**config.mk**
```make
export PLATFORM = sky130hd
export DESIGN_NAME = fifo_ctrl_flat
export DESIGN_NICKNAME = d
export VERILOG_FILES = /design/src/rtl/fifo_ctrl_pkg.sv /design/src/rtl/fifo_ctrl_if.sv /design/src/rtl/fifo_ptr.sv /design/src/rtl/fifo_ctrl.sv /design/src/flat_wrapper.sv
export SDC_FILE = /design/constraint.sdc
export NUM_CORES = 1
export LEC_CHECK = 0
export ABC_AREA = 1
export ABC_CLOCK_PERIOD_IN_PS = 5040
export CAP_MARGIN = 25
export CORE_MARGIN = 1.5
export CORE_UTILIZATION = 45
export DETAILED_ROUTE_END_ITERATION = 8
export PLACE_DENSITY = 0.91
export SKIP_CTS_REPAIR_TIMING = 1
export SYNTH_ARGS = -nofsm -noshare
export SYNTH_HDL_FRONTEND = slang
export SYNTH_SLANG_ARGS = --single-unit
export TNS_END_PERCENT = 1
```
**constraint.sdc**
```tcl
create_clock -name clk -period 5.04 [get_ports clk]
set_input_delay 0.504 -clock clk [delete_from_list [all_inputs] [get_ports clk]]
set_output_delay 0.504 -clock clk [all_outputs]
set_load 0.005 [all_outputs]
```
**src/rtl/fifo_ctrl_pkg.sv**
```systemverilog
// fifo_ctrl_pkg: shared FIFO sizing defaults and the wrap-bit pointer increment.
// Used by the memory, fifo_ctrl and the bench so all agree on pointer layout.
package fifo_ctrl_pkg;

   localparam int unsigned MEM_SIZE_DEF = 4;
   localparam int unsigned PTR_L_DEF    = 3;
   localparam int unsigned ADDR_W_DEF   = PTR_L_DEF - 1;

   // Modulo-2**w increment of a pointer carried in a 32-bit container.
   function automatic logic [31:0] ptr_inc(input logic [31:0] p, input int unsigned w);
      logic [31:0] mask;
      mask = (32'd1 << w) - 32'd1;
      return (p + 32'd1) & mask;
   endfunction

endpackage

```
**src/rtl/fifo_ctrl_if.sv**
```systemverilog
// fifo_ctrl_if: request/flag/pointer bundle between the FIFO users, fifo_ctrl and memory.
//   master : producer/consumer side (drives requests and thresholds)
//   slave  : fifo_ctrl side (drives pointers, enables, count, flags, errors)
interface fifo_ctrl_if #(
   parameter int unsigned PTR_L = fifo_ctrl_pkg::PTR_L_DEF
);
   logic             push_req;
   logic             pop_req;
   logic [PTR_L-1:0] af_thresh;
   logic [PTR_L-1:0] ae_thresh;
   logic [PTR_L-1:0] wr_ptr;
   logic [PTR_L-1:0] rd_ptr;
   logic             push;
   logic             pop;
   logic [PTR_L-1:0] count;
   logic             full;
   logic             empty;
   logic             almost_full;
   logic             almost_empty;
   logic             data_valid;
   logic             overflow;
   logic             underflow;

   modport master (
      output push_req, pop_req, af_thresh, ae_thresh,
      input  wr_ptr, rd_ptr, push, pop, count, full, empty,
             almost_full, almost_empty, data_valid, overflow, underflow
   );

   modport slave (
      input  push_req, pop_req, af_thresh, ae_thresh,
      output wr_ptr, rd_ptr, push, pop, count, full, empty,
             almost_full, almost_empty, data_valid, overflow, underflow
   );
endinterface

```
**src/rtl/fifo_ptr.sv**
```systemverilog
// fifo_ptr: PTR_L-bit pointer (address bits + wrap MSB) advancing by one when enabled.
//   clk, reset : clock and asynchronous active-high reset
//   i_en       : advance pointer on this edge
//   o_ptr      : current pointer value
module fifo_ptr
   import fifo_ctrl_pkg::*;
#(
   parameter int unsigned PTR_L = PTR_L_DEF
) (
   input  logic             clk,
   input  logic             reset,
   input  logic             i_en,
   output logic [PTR_L-1:0] o_ptr
);

   logic [PTR_L-1:0] r_ptr;

   // Full-width wrap: address rolls MEM_SIZE-1 -> 0 while the MSB toggles.
   always_ff @(posedge clk or posedge reset) begin
      if (reset)     r_ptr <= '0;
      else if (i_en) r_ptr <= PTR_L'(ptr_inc(32'(r_ptr), PTR_L));
   end

   assign o_ptr = r_ptr;

endmodule

```
**src/rtl/fifo_ctrl.sv**
```systemverilog
// fifo_ctrl: FIFO control unit driving memory pointers/enables and occupancy flags.
//   clk, reset : clock and asynchronous active-high reset
//   bus        : fifo_ctrl_if.slave -- push_req/pop_req/thresholds in; wr_ptr, rd_ptr,
//                push, pop, count, full, empty, almost flags, data_valid, overflow,
//                underflow out
module fifo_ctrl
   import fifo_ctrl_pkg::*;
#(
   parameter int unsigned MEM_SIZE = MEM_SIZE_DEF,
   parameter int unsigned PTR_L    = PTR_L_DEF
) (
   input  logic        clk,
   input  logic        reset,
   fifo_ctrl_if.slave  bus
);

   localparam int unsigned ADDR_W = PTR_L - 1;

   logic [PTR_L-1:0] w_wr_ptr;
   logic [PTR_L-1:0] w_rd_ptr;
   logic             w_full;
   logic             w_empty;
   logic             w_push;
   logic             w_pop;
   logic [PTR_L-1:0] r_count;
   logic             r_data_valid;
   logic             r_overflow;
   logic             r_underflow;

   // Occupancy derived from pointers: same address with differing wrap bits means full.
   assign w_empty = (w_wr_ptr == w_rd_ptr);
   assign w_full  = (w_wr_ptr[ADDR_W-1:0] == w_rd_ptr[ADDR_W-1:0]) &&
                    (w_wr_ptr[PTR_L-1] != w_rd_ptr[PTR_L-1]);

   // Qualified enables go straight to memory in the request cycle.
   assign w_push = bus.push_req & ~w_full;
   assign w_pop  = bus.pop_req  & ~w_empty;

   fifo_ptr #(.PTR_L(PTR_L)) u_wr_ptr (
      .clk   (clk),
      .reset (reset),
      .i_en  (w_push),
      .o_ptr (w_wr_ptr)
   );

   fifo_ptr #(.PTR_L(PTR_L)) u_rd_ptr (
      .clk   (clk),
      .reset (reset),
      .i_en  (w_pop),
      .o_ptr (w_rd_ptr)
   );

   // Occupancy counter; a simultaneous push and pop leaves it unchanged.
   always_ff @(posedge clk or posedge reset) begin
      if (reset) begin
         r_count <= '0;
      end else begin
         unique case ({w_push, w_pop})
            2'b10:   r_count <= r_count + PTR_L'(1);
            2'b01:   r_count <= r_count - PTR_L'(1);
            default: r_count <= r_count;
         endcase
      end
   end

   // Read strobe aligned with the memory's registered output, plus sticky errors.
   always_ff @(posedge clk or posedge reset) begin
      if (reset) begin
         r_data_valid <= 1'b0;
         r_overflow   <= 1'b0;
         r_underflow  <= 1'b0;
      end else begin
         r_data_valid <= w_pop;
         r_overflow   <= r_overflow  | (bus.push_req & w_full);
         r_underflow  <= r_underflow | (bus.pop_req  & w_empty);
      end
   end

   assign bus.wr_ptr       = w_wr_ptr;
   assign bus.rd_ptr       = w_rd_ptr;
   assign bus.push         = w_push;
   assign bus.pop          = w_pop;
   assign bus.count        = r_count;
   assign bus.full         = w_full;
   assign bus.empty        = w_empty;
   assign bus.almost_full  = (r_count >= bus.af_thresh);
   assign bus.almost_empty = (r_count <= bus.ae_thresh);
   assign bus.data_valid   = r_data_valid;
   assign bus.overflow     = r_overflow;
   assign bus.underflow    = r_underflow;

   // Counter must track the pointer difference, and full must coincide with MEM_SIZE.
   a_count_matches_ptrs: assert property (@(posedge clk) disable iff (reset)
      r_count == PTR_L'(w_wr_ptr - w_rd_ptr));
   a_full_matches_count: assert property (@(posedge clk) disable iff (reset)
      w_full == (r_count == PTR_L'(MEM_SIZE)));

endmodule

```
**src/flat_wrapper.sv**
```systemverilog
// flat-port wrapper written by rule: the top's interface ports become plain ports
module fifo_ctrl_flat import fifo_ctrl_pkg::*;
#(
   parameter int unsigned MEM_SIZE = MEM_SIZE_DEF,
   parameter int unsigned PTR_L    = PTR_L_DEF
)
  (clk, reset, bus_push_req, bus_pop_req, bus_af_thresh, bus_ae_thresh, bus_wr_ptr, bus_rd_ptr, bus_push, bus_pop, bus_count, bus_full, bus_empty, bus_almost_full, bus_almost_empty, bus_data_valid, bus_overflow, bus_underflow);
  fifo_ctrl_if #(.PTR_L(PTR_L)) bus_i ();
  input  logic clk;
  input  logic reset;
  input wire logic [$bits(bus_i.push_req)-1:0] bus_push_req;
  input wire logic [$bits(bus_i.pop_req)-1:0] bus_pop_req;
  input wire logic [$bits(bus_i.af_thresh)-1:0] bus_af_thresh;
  input wire logic [$bits(bus_i.ae_thresh)-1:0] bus_ae_thresh;
  output wire logic [$bits(bus_i.wr_ptr)-1:0] bus_wr_ptr;
  output wire logic [$bits(bus_i.rd_ptr)-1:0] bus_rd_ptr;
  output wire logic [$bits(bus_i.push)-1:0] bus_push;
  output wire logic [$bits(bus_i.pop)-1:0] bus_pop;
  output wire logic [$bits(bus_i.count)-1:0] bus_count;
  output wire logic [$bits(bus_i.full)-1:0] bus_full;
  output wire logic [$bits(bus_i.empty)-1:0] bus_empty;
  output wire logic [$bits(bus_i.almost_full)-1:0] bus_almost_full;
  output wire logic [$bits(bus_i.almost_empty)-1:0] bus_almost_empty;
  output wire logic [$bits(bus_i.data_valid)-1:0] bus_data_valid;
  output wire logic [$bits(bus_i.overflow)-1:0] bus_overflow;
  output wire logic [$bits(bus_i.underflow)-1:0] bus_underflow;
  assign bus_i.push_req = bus_push_req;
  assign bus_i.pop_req = bus_pop_req;
  assign bus_i.af_thresh = bus_af_thresh;
  assign bus_i.ae_thresh = bus_ae_thresh;
  assign bus_wr_ptr = bus_i.wr_ptr;
  assign bus_rd_ptr = bus_i.rd_ptr;
  assign bus_push = bus_i.push;
  assign bus_pop = bus_i.pop;
  assign bus_count = bus_i.count;
  assign bus_full = bus_i.full;
  assign bus_empty = bus_i.empty;
  assign bus_almost_full = bus_i.almost_full;
  assign bus_almost_empty = bus_i.almost_empty;
  assign bus_data_valid = bus_i.data_valid;
  assign bus_overflow = bus_i.overflow;
  assign bus_underflow = bus_i.underflow;
  fifo_ctrl #(.MEM_SIZE(MEM_SIZE), .PTR_L(PTR_L)) u_core (.clk(clk), .reset(reset), .bus(bus_i));
endmodule
```
# --- Word level (Yosys, flattened, before mapping) ---
# Cells that the tools add are included.
word_totals:
  wordCells: 28
  out_inout_bits: 18
  reg_bits: 12
  inputBits: 10
op_classes:
  add_sub_neg: 4
  n_reduce_logical: 2
  n_lt_le_gt_ge: 2
  bitwise_logic: 8
  n_mux: 1
  n_eq_ne: 5
op_table:
  columns: ["op", "n"]
  rows:
  - ["$add 3x1->3 const B", 3]
  - ["$pmux 3 s2", 1]
  - ["$and 1x1->1", 4]
  - ["$eq 3x3->1", 1]
  - ["$ge 3x3->1", 1]
  - ["$le 3x3->1", 1]
  - ["$sub 3x1->3 const B", 1]
  - ["$eq 2x1->1 const B", 1]
  - ["$eq 2x2->1", 1]
  - ["$eq 2x2->1 const B", 1]
  - ["$not 1->1", 2]
  - ["$or 1x1->1", 2]
  - ["$reduce_bool 2->1", 1]
  - ["$logic_and 1x1->1", 1]
  - ["$ne 1x1->1", 1]

# --- Depth between registers and ports, before layout ---
# Gate-level depths: netlist of run 1.
depth:
  ltp_word: 6
  depth_mapped: 13
  ltp_nobuf: 13

# --- Modules after synthesis ---
# A second synthesis of run 1 with hierarchy kept.
hier_totals:
  cells_unflattened: 97
  hier_area_um2: 782.0
modules_own_cells:
  columns: ["mod", "seq_area_each_um2", "area_per_inst_um2", "cells_each", "instances"]
  rows:
  - ["fifo_ctrl", 150.1, 509.2, 67, 1]
  - ["fifo_ptr", 75.1, 136.4, 15, 2]

# --- Worst setup path before layout of run 1 ---
# Ideal clock, no wire load.
synth_path:
  kind: "register -> register"
  from: "reg u_core.u_rd_ptr.r_ptr[0], in the netlist u_core.u_rd_ptr.o_ptr[0]"
  to: "reg u_core.r_count[2], in the netlist u_core.bus.count[2]"
  t_arrival_ns: 1.746
  synth_period_minus_slack_ns: 1.877
  setup_ns: 0.131
  required_ns: 4.909
  slack_ns: 3.163
  path_buffers: 0
  path_stages_with_launch: 13
  path_cell_list: "dfrtp_1 > inv_1 > nand2_1 > nand2_2 > nand3_2 > nand2_2 > inv_1 > ha_1 > inv_1 > fa_1 > inv_1 > o21ai_0 > xor2_1"
synth_between:
  elab_cells_between_ends: 11
  cone_classes: "eq/ne (4); mux (1); bitwise (4); reduce/logical (2)"
synth_lines:
  columns: ["item", "line_no", "source"]
  rows:
  - ["start: declaration", "fifo_ptr.sv:16", "logic [PTR_L-1:0] r_ptr;"]
  - ["start signal: assignment", "fifo_ptr.sv:21", "else if (i_en) r_ptr <= PTR_L'(ptr_inc(32'(r_ptr), PTR_L));"]
  - ["$eq 3x3->1 (*)", "fifo_ctrl.sv:31", "assign w_empty = (w_wr_ptr == w_rd_ptr);"]
  - ["$not 1->1 (*)", "fifo_ctrl.sv:37", "assign w_pop = bus.pop_req & ~w_empty;"]
  - ["$and 1x1->1 (*)", "fifo_ctrl.sv:37", null]
  - ["net bus_pop", "flat_wrapper.sv:18", "output wire logic [$bits(bus_i.pop)-1:0] bus_pop;"]
  - ["$eq 2x1->1 or $eq 2x2->1 (tied branches)", "fifo_ctrl.sv:58", "unique case ({w_push, w_pop})"]
  - ["$pmux 3 s2 or $reduce_bool 2->1 (tied branches)", null, null]
  - ["end signal: assignment", "fifo_ctrl.sv:59", "2'b10: r_count <= r_count + PTR_L'(1);"]
  - ["end signal: assignment", "fifo_ctrl.sv:60", "2'b01: r_count <= r_count - PTR_L'(1);"]
  - ["end signal: assignment", "fifo_ctrl.sv:61", "default: r_count <= r_count;"]
  - ["end: declaration", "fifo_ctrl.sv:25", "logic [PTR_L-1:0] r_count;"]
# The timed path passes the listed nets; every way through them passes the cells marked *.
# A chain may end at the register's enable or synchronous reset.

# --- Worst setup path in the final report of run 1 ---
layout_path:
  from: "in bus_ae_thresh[2]"
  to: "out bus_almost_empty"
layout_between:
  elab_chain_len: 1
layout_rtl:
  columns: ["item", "line_no", "source"]
  rows:
  - ["start: declaration", "flat_wrapper.sv:14", "input wire logic [$bits(bus_i.ae_thresh)-1:0] bus_ae_thresh;"]
  - ["$le 3x3->1", "fifo_ctrl.sv:87", "assign bus.almost_empty = (r_count <= bus.ae_thresh);"]
  - ["end: declaration", "flat_wrapper.sv:23", "output wire logic [$bits(bus_i.almost_empty)-1:0] bus_almost_empty;"]
# No other way between the ends.

==> results_dict.tcl, run 1 <==
set metrics [dict create \
    hold_violations 0 \
    status "finished clean" \
    maxCapViolations 0 \
    htree_num_levels 1 \
    timing.fmax_ghz 0.393 \
    n_fill_cell 150 \
    endpoint_kind "output port" \
    finalCritPeriodShare_pct 50.5 \
    worstSetupStartpoint "bus_ae_thresh[2]" \
    drive_above_1_share_pct 9.23 \
    die_w_um 45.1 \
    path_clk_slew_ns 0.07 \
    r2r_cells 13 \
    p_total_w 0.000662 \
    grt_overflow 0 \
    diodes 0 \
    min_period_ns 2.54 \
    grt_busiest_layer "met2" \
    startpoint_type "input pin" \
    ir_drop_mv 0.326 \
    met1_usage_pct 21.6 \
    cts-root-buf "clkbuf_4" \
    power_density_mw_per_mm2 588 \
    finClkSkew_ns 0.00459 \
    crit_required_ns 4.54 \
    postSynthNetCount 119 \
    cp_data_arrival_time_ns 2.04 \
    avgViaCountPerCell 4.94 \
    yosysTopAreaCell "dfrtp_1" \
    totalWireLength_um 1640 \
    grt_usage_pct 18.2 \
    grt_pass1_vias 647 \
    synth-seq-cells 12 \
    numCtsBuffers 3 \
    synth_edf_count 0 \
    finalSetupViolCount 0 \
    grt_pass1_wl_um 2710 \
    first_pass_iters 4 \
    tightest_slew_ns 0.452 \
    coreArea_mm2 0.00169 \
    cts_tree "yes" \
    start_util_pct 47.3 \
    rows 15 \
    critPathBufInv 3 \
    synth_common_cells "nand2_1 (30), inv_1 (20), dfrtp_1 (12)" \
    critPathKind "input pin to output port" \
    clockBufferDepth 2 \
    multi_input_area_um2 415 \
    worstHoldPathCells 2 \
    antenna_found_initial 0 \
    p_leak_nw 0.604 \
    dpl.hpwl_um 1340 \
    ant_nets 0 \
    crit_chain "clkdlybuf4s50_1, inv_1, ha_1, a21oi_1, o21ai_0, nand2_1, clkdlybuf4s50_1" \
    r2r_start "u_core.u_rd_ptr.o_ptr[0]$_DFFE_PP0P_" \
    wl_per_cell_um 11.2 \
    seq_area_frac_synth_pct 37.6 \
    die_height_um 45.1 \
    gp_congestion 0.749 \
    design.die.area_mm2 0.00204 \
    yosys_warnings 0 \
    max_stage_delay_ns 0.49 \
    syn2layout_area_growth_pct 41.1 \
    ios 28 \
    synthTopCellsByArea "dfrtp_1 (38%), ha_1 (14%), nand2_1 (14%), inv_1 (9.4%), nand3_1 (5.0%)" \
    synth_most_common_cell "nand2_1" \
    final_max_slew_viol_count 0 \
    cp.depth 7 \
    layout.area.seq_um2 300 \
    rsz0062_at_grt "no" \
    fin_nets 151 \
    synth-main-ff-cell "dfrtp_1" \
    crit_slowest_cell "clkdlybuf4s50_1" \
    grtUsageMet3_pct 4.40 \
    first_iter_violations 7 \
    use_met2_pct 31.4 \
    cts.sinks 12 \
    grt_max_degree 13 \
    synthesis.area_um2 798 \
    setup_tns_ns 0 \
    min_from "u_core.bus.overflow$_DFF_PP0_" \
    synth_top_area_share_pct 37.6 \
    syn_inst 99 \
    cp_max_fo 3 \
    synth_cell_types 16 \
    io_buffers 27 \
    drc 0 \
    critPathTopFamily "buffers and inverters" \
    cpMostUsedCell "clkdlybuf4s50_1" \
    vias 726 \
    async_reset_ff_share_pct 100 \
    avgSynthCellArea_um2 8.06 \
    clk_latency_ns 0.28 \
    slew_headroom_pct 69.8 \
    min_path_type "flip-flop to flip-flop" \
]
==> registers in the layout (all words and copies together) (netlist names) <==
signal and count:
u_core.bus.data_valid 1, u_core.u_rd_ptr.o_ptr 3, u_core.bus.count 3, u_core.bus.overflow 1, u_core.u_wr_ptr.o_ptr 3, u_core.bus.underflow 1
==> cell type report <==
cell class,count,area share [%]
Clock buffer,4,3.22
Inverter,22,7.33
Multi-Input combinational cell,65,36.9
Sequential cell,12,26.7
Tap cell,17,1.89
Timing Repair Buffer,27,24.0
==> stage by stage <==
stage | cells | setup WS, ns | area, um^2 | hold slack, ns | util [%]
after CTS | 147 | 2.49 | 1130 | 0.468 | 66.7
after floorplan | 99 | 3.16 | 798 | 0.369 | -
after detailed placement | 143 | 2.48 | 1090 | 0.449 | 64.5
after global placement | 143 | 2.52 | 1090 | 0.447 | 64.5
final | 147 | 2.50 | 1130 | 0.461 | 66.7
after global routing | 147 | 2.43 | 1130 | 0.484 | 66.7
==> worst register-to-register path, cell delays in order, from the launching register on <==
cell and delay, ns:
dfrtp_1 0.45, inv_1 0.09, nand2_1 0.08, nand2_2 0.07, nand3_2 0.13, nand2_2 0.09, inv_1 0.11, ha_1 0.20
inv_1 0.07, fa_1 0.36, inv_1 0.08, a21oi_1 0.06, o21ai_0 0.09, xor2_1 0.16
==> cell usage in the layout (no fill, tap or decap), types with 2 or more instances in the layout <==
cell type,Yosys,final
nand2_1,30,30
clkbuf_4,0,3
a21oi_1,3,3
dfrtp_1,12,12
nand3_1,8,8
xor2_1,3,3
inv_2,2,2
nand2_2,3,3
o21ai_0,3,3
ha_1,9,9
inv_1,20,20
clkdlybuf4s50_1,0,27
==> routing by layer <==
| layer | share of wire, % | vias up |
|---|---|---|
| met5 | 0 | - |
| met4 | 1.2 | 0 |
| met3 | 9.0 | 3 |
| met2 | 51 | 30 |
| met1 | 39 | 328 |
| li1 | - | 365 |
==> where the power goes <==
part | total [W] | switching (W) | internal, W
clock | 0.0000770 | 0.0000331 | 0.0000440
combinational | 0.000399 | 0.000188 | 0.000211
sequential | 0.000186 | 0.0000501 | 0.000136
==> path summary, 6_finish.rpt <==
kind	slack [ns]	end
min reg2reg	0.46	u_core.bus.overflow$_DFF_PP0_
min in group asynchronous	0.52	u_core.bus.count[0]$_DFFE_PP0P_
min	0.46	u_core.bus.overflow$_DFF_PP0_
max	2.50	bus_almost_empty
max reg2reg	2.93	u_core.bus.count[2]$_DFFE_PP0P_
max in group asynchronous	4.20	u_core.u_wr_ptr.o_ptr[2]$_DFFE_PP0P_
==> kinds of logic (layout without fill, tap and decap cells) <==
family | after synthesis | count (layout) | synth area share [%]
flip-flops | 12 | 12 | 37.6
XOR/XNOR | 4 | 4 | 4.39
adder cells (fa/ha/maj) | 10 | 10 | 16.6
AND/OR/NAND/NOR | 44 | 44 | 26.3
AO/OA/AOI/OAI | 7 | 7 | 4.70
buffers and inverters | 22 | 53 | 10.3
Note: power is estimated with default switching activity, not from simulation.
==> inputs of run 2 (changes only) <==
- ABC_CLOCK_PERIOD_IN_PS: 5040 -> 2400
- CORE_UTILIZATION: 45 -> 44
- PLACE_DENSITY: 0.91 -> 0.89
- clock period: 5.04 -> 2.4 ns (I/O delays scaled with it)
==> run 2 against run 1 <==
Global-route usage is 0.075 points higher. Clock skew shrank 0.0018 ns. Largest power group unchanged. Largest cell class unchanged. Wire length grew 0.98%. Register-to-register slack worse by 2.6 ns. Sequential share of layout area rose by 0.089 points.
==> results_dict.tcl, run 2 (same netlist as run 1, synthesis figures left out) <==
set metrics [dict create \
    status "finished clean" \
    cts-root-buf "clkbuf_4" \
    p_total_w 0.00136 \
    wl_per_cell_um 10.8 \
    critPathKind "flip-flop to flip-flop" \
    hold_violations 0 \
    coreArea_mm2 0.00171 \
    totalWireLength_um 1660 \
    critPathBufInv 4 \
    crit_chain "inv_1, nand2_1, nand2_1, nand3_2, nand2_2, inv_1, ha_1, inv_1, fa_1, inv_1, a21oi_1, o21ai_0, xor2_1" \
    p_leak_nw 0.597 \
    die_height_um 45.6 \
    mostFrequentLayoutCell "nand2_1" \
    slew_headroom_pct 69.3 \
    startpoint_type "flip-flop" \
    finClkSkew_ns 0.00275 \
    antenna_found_initial 0 \
    rrSetupSlack_ns 0.32 \
    clockBufferDepth 2 \
    grt_pass1_vias 687 \
    worstReg2RegEnd "u_core.bus.count[2]$_DFFE_PP0P_" \
    syn2layout_area_growth_pct 40.6 \
    path_clk_slew_ns 0.07 \
    cp.depth 13 \
    setup_tns_ns 0 \
    io_buffers 27 \
    cts_tree "yes" \
    max_stage_delay_ns 0.44 \
    design.die.area_mm2 0.00208 \
    rows 15 \
    final_cell_mix "nand2_1 (30), clkdlybuf4s50_1 (27), inv_1 (20)" \
    r2r_cells 13 \
    endpoint_kind "flip-flop" \
    clk_latency_ns 0.27 \
    finalCritPeriodShare_pct 86.5 \
    die_w_um 45.6 \
    cp_max_fo 5 \
    ir_drop_mv 0.620 \
    tightest_slew_ns 0.460 \
    finalSetupViolCount 0 \
    start_util_pct 46.7 \
    dpl.hpwl_um 1330 \
    diodes 0 \
    cpMostUsedCell "inv_1" \
    drive_above_1_share_pct 8.53 \
    critPathTopFamily "adder cells" \
    fin_nets 151 \
    drc 0 \
    htree_num_levels 1 \
    first_pass_iters 4 \
    grt_usage_pct 18.3 \
    crit_slowest_cell "dfrtp_1" \
    grt_overflow 0 \
    ios 28 \
    power_density_mw_per_mm2 1210 \
    crit_required_ns 2.60 \
    n_fill_cell 148 \
    final_max_slew_viol_count 0 \
    ant_nets 0 \
    maxCapViolations 0 \
    min_path_type "input pin to async pin" \
    avgViaCountPerCell 4.56 \
    rsz0062_at_grt "no" \
    min_period_ns 2.08 \
    grt_pass1_wl_um 2750 \
    vias 703 \
    first_iter_violations 13 \
    grt_max_degree 13 \
    numCtsBuffers 3 \
    r2r_start "u_core.u_rd_ptr.o_ptr[1]$_DFFE_PP0P_" \
    timing.fmax_ghz 0.482 \
    gp_congestion 0.779 \
    cp_data_arrival_time_ns 2.27 \
    cts.sinks 12 \
]
==> run 2: cell types whose count changed in the layout (fill, tap and decap cells not counted), sizes merged <==
| cell | delta |
|---|---|
| clkbuf | -1 |
==> run 2: cell type report <==
| cell class | count | area (um^2) | area share (%) |
|---|---|---|---|
| inverters | 22 | 82.6 | 7.36 |
| repair buffers | 27 | 270 | 24.1 |
| multi-input cells | 65 | 415 | 37.0 |
| clock buffers | 3 | 22.5 | 2.01 |
| well taps | 25 | 31.3 | 2.79 |
| flip-flops and latches | 12 | 300 | 26.8 |
==> run 2: report_power, final <==
part | internal (W) | total, W | switching, W
clock network | 0.0000581 | 0.000124 | 0.0000655
registers | 0.000286 | 0.000392 | 0.000107
logic | 0.000442 | 0.000840 | 0.000398
total | 0.000786 | 0.00136 | 0.000570
==> run 2: per-stage QoR <==
stage               area (um^2)  instances  utilization, %  hold slack, ns  setup slack (ns)
finish                     1120        154            65.7           0.269             0.325
global route               1120        154            65.7           0.315             0.127
CTS                        1120        154            65.7           0.286             0.328
detailed placement         1100        151            64.4           0.449             0.339
global placement           1100        151            64.4           0.446             0.392
floorplan                   798         99               -           0.105             0.523
==> run 2: worst max path at each step <==
stage	end	slack, ns	from
final	u_core.bus.count[2]$_DFFE_PP0P_	0.32	u_core.u_rd_ptr.o_ptr[1]$_DFFE_PP0P_
after global routing	u_core.bus.count[2]$_DFFE_PP0P_	0.13	u_core.u_rd_ptr.o_ptr[0]$_DFFE_PP0P_
after CTS	u_core.bus.count[2]$_DFFE_PP0P_	0.33	u_core.u_rd_ptr.o_ptr[1]$_DFFE_PP0P_
after detailed placement	u_core.bus.count[2]$_DFFE_PP0P_	0.34	bus_pop_req
after global placement	bus_almost_empty	0.39	bus_ae_thresh[2]
after floorplan	u_core.bus.count[2]$_DFFE_PP0P_	0.52	u_core.u_rd_ptr.o_ptr[0]$_DFFE_PP0P_
==> run 2: layer usage <==
metal | share of wire, % | up-vias | wire length, um | track usage (%)
met4 | 1.1 | 0 | 19 | 8.82
met5 | 0 | - | 0 | 0
li1 | - | 367 | - | -
met1 | 44 | 310 | 726 | 21.9
met3 | 4.2 | 2 | 70 | 1.19
met2 | 51 | 24 | 841 | 32.7
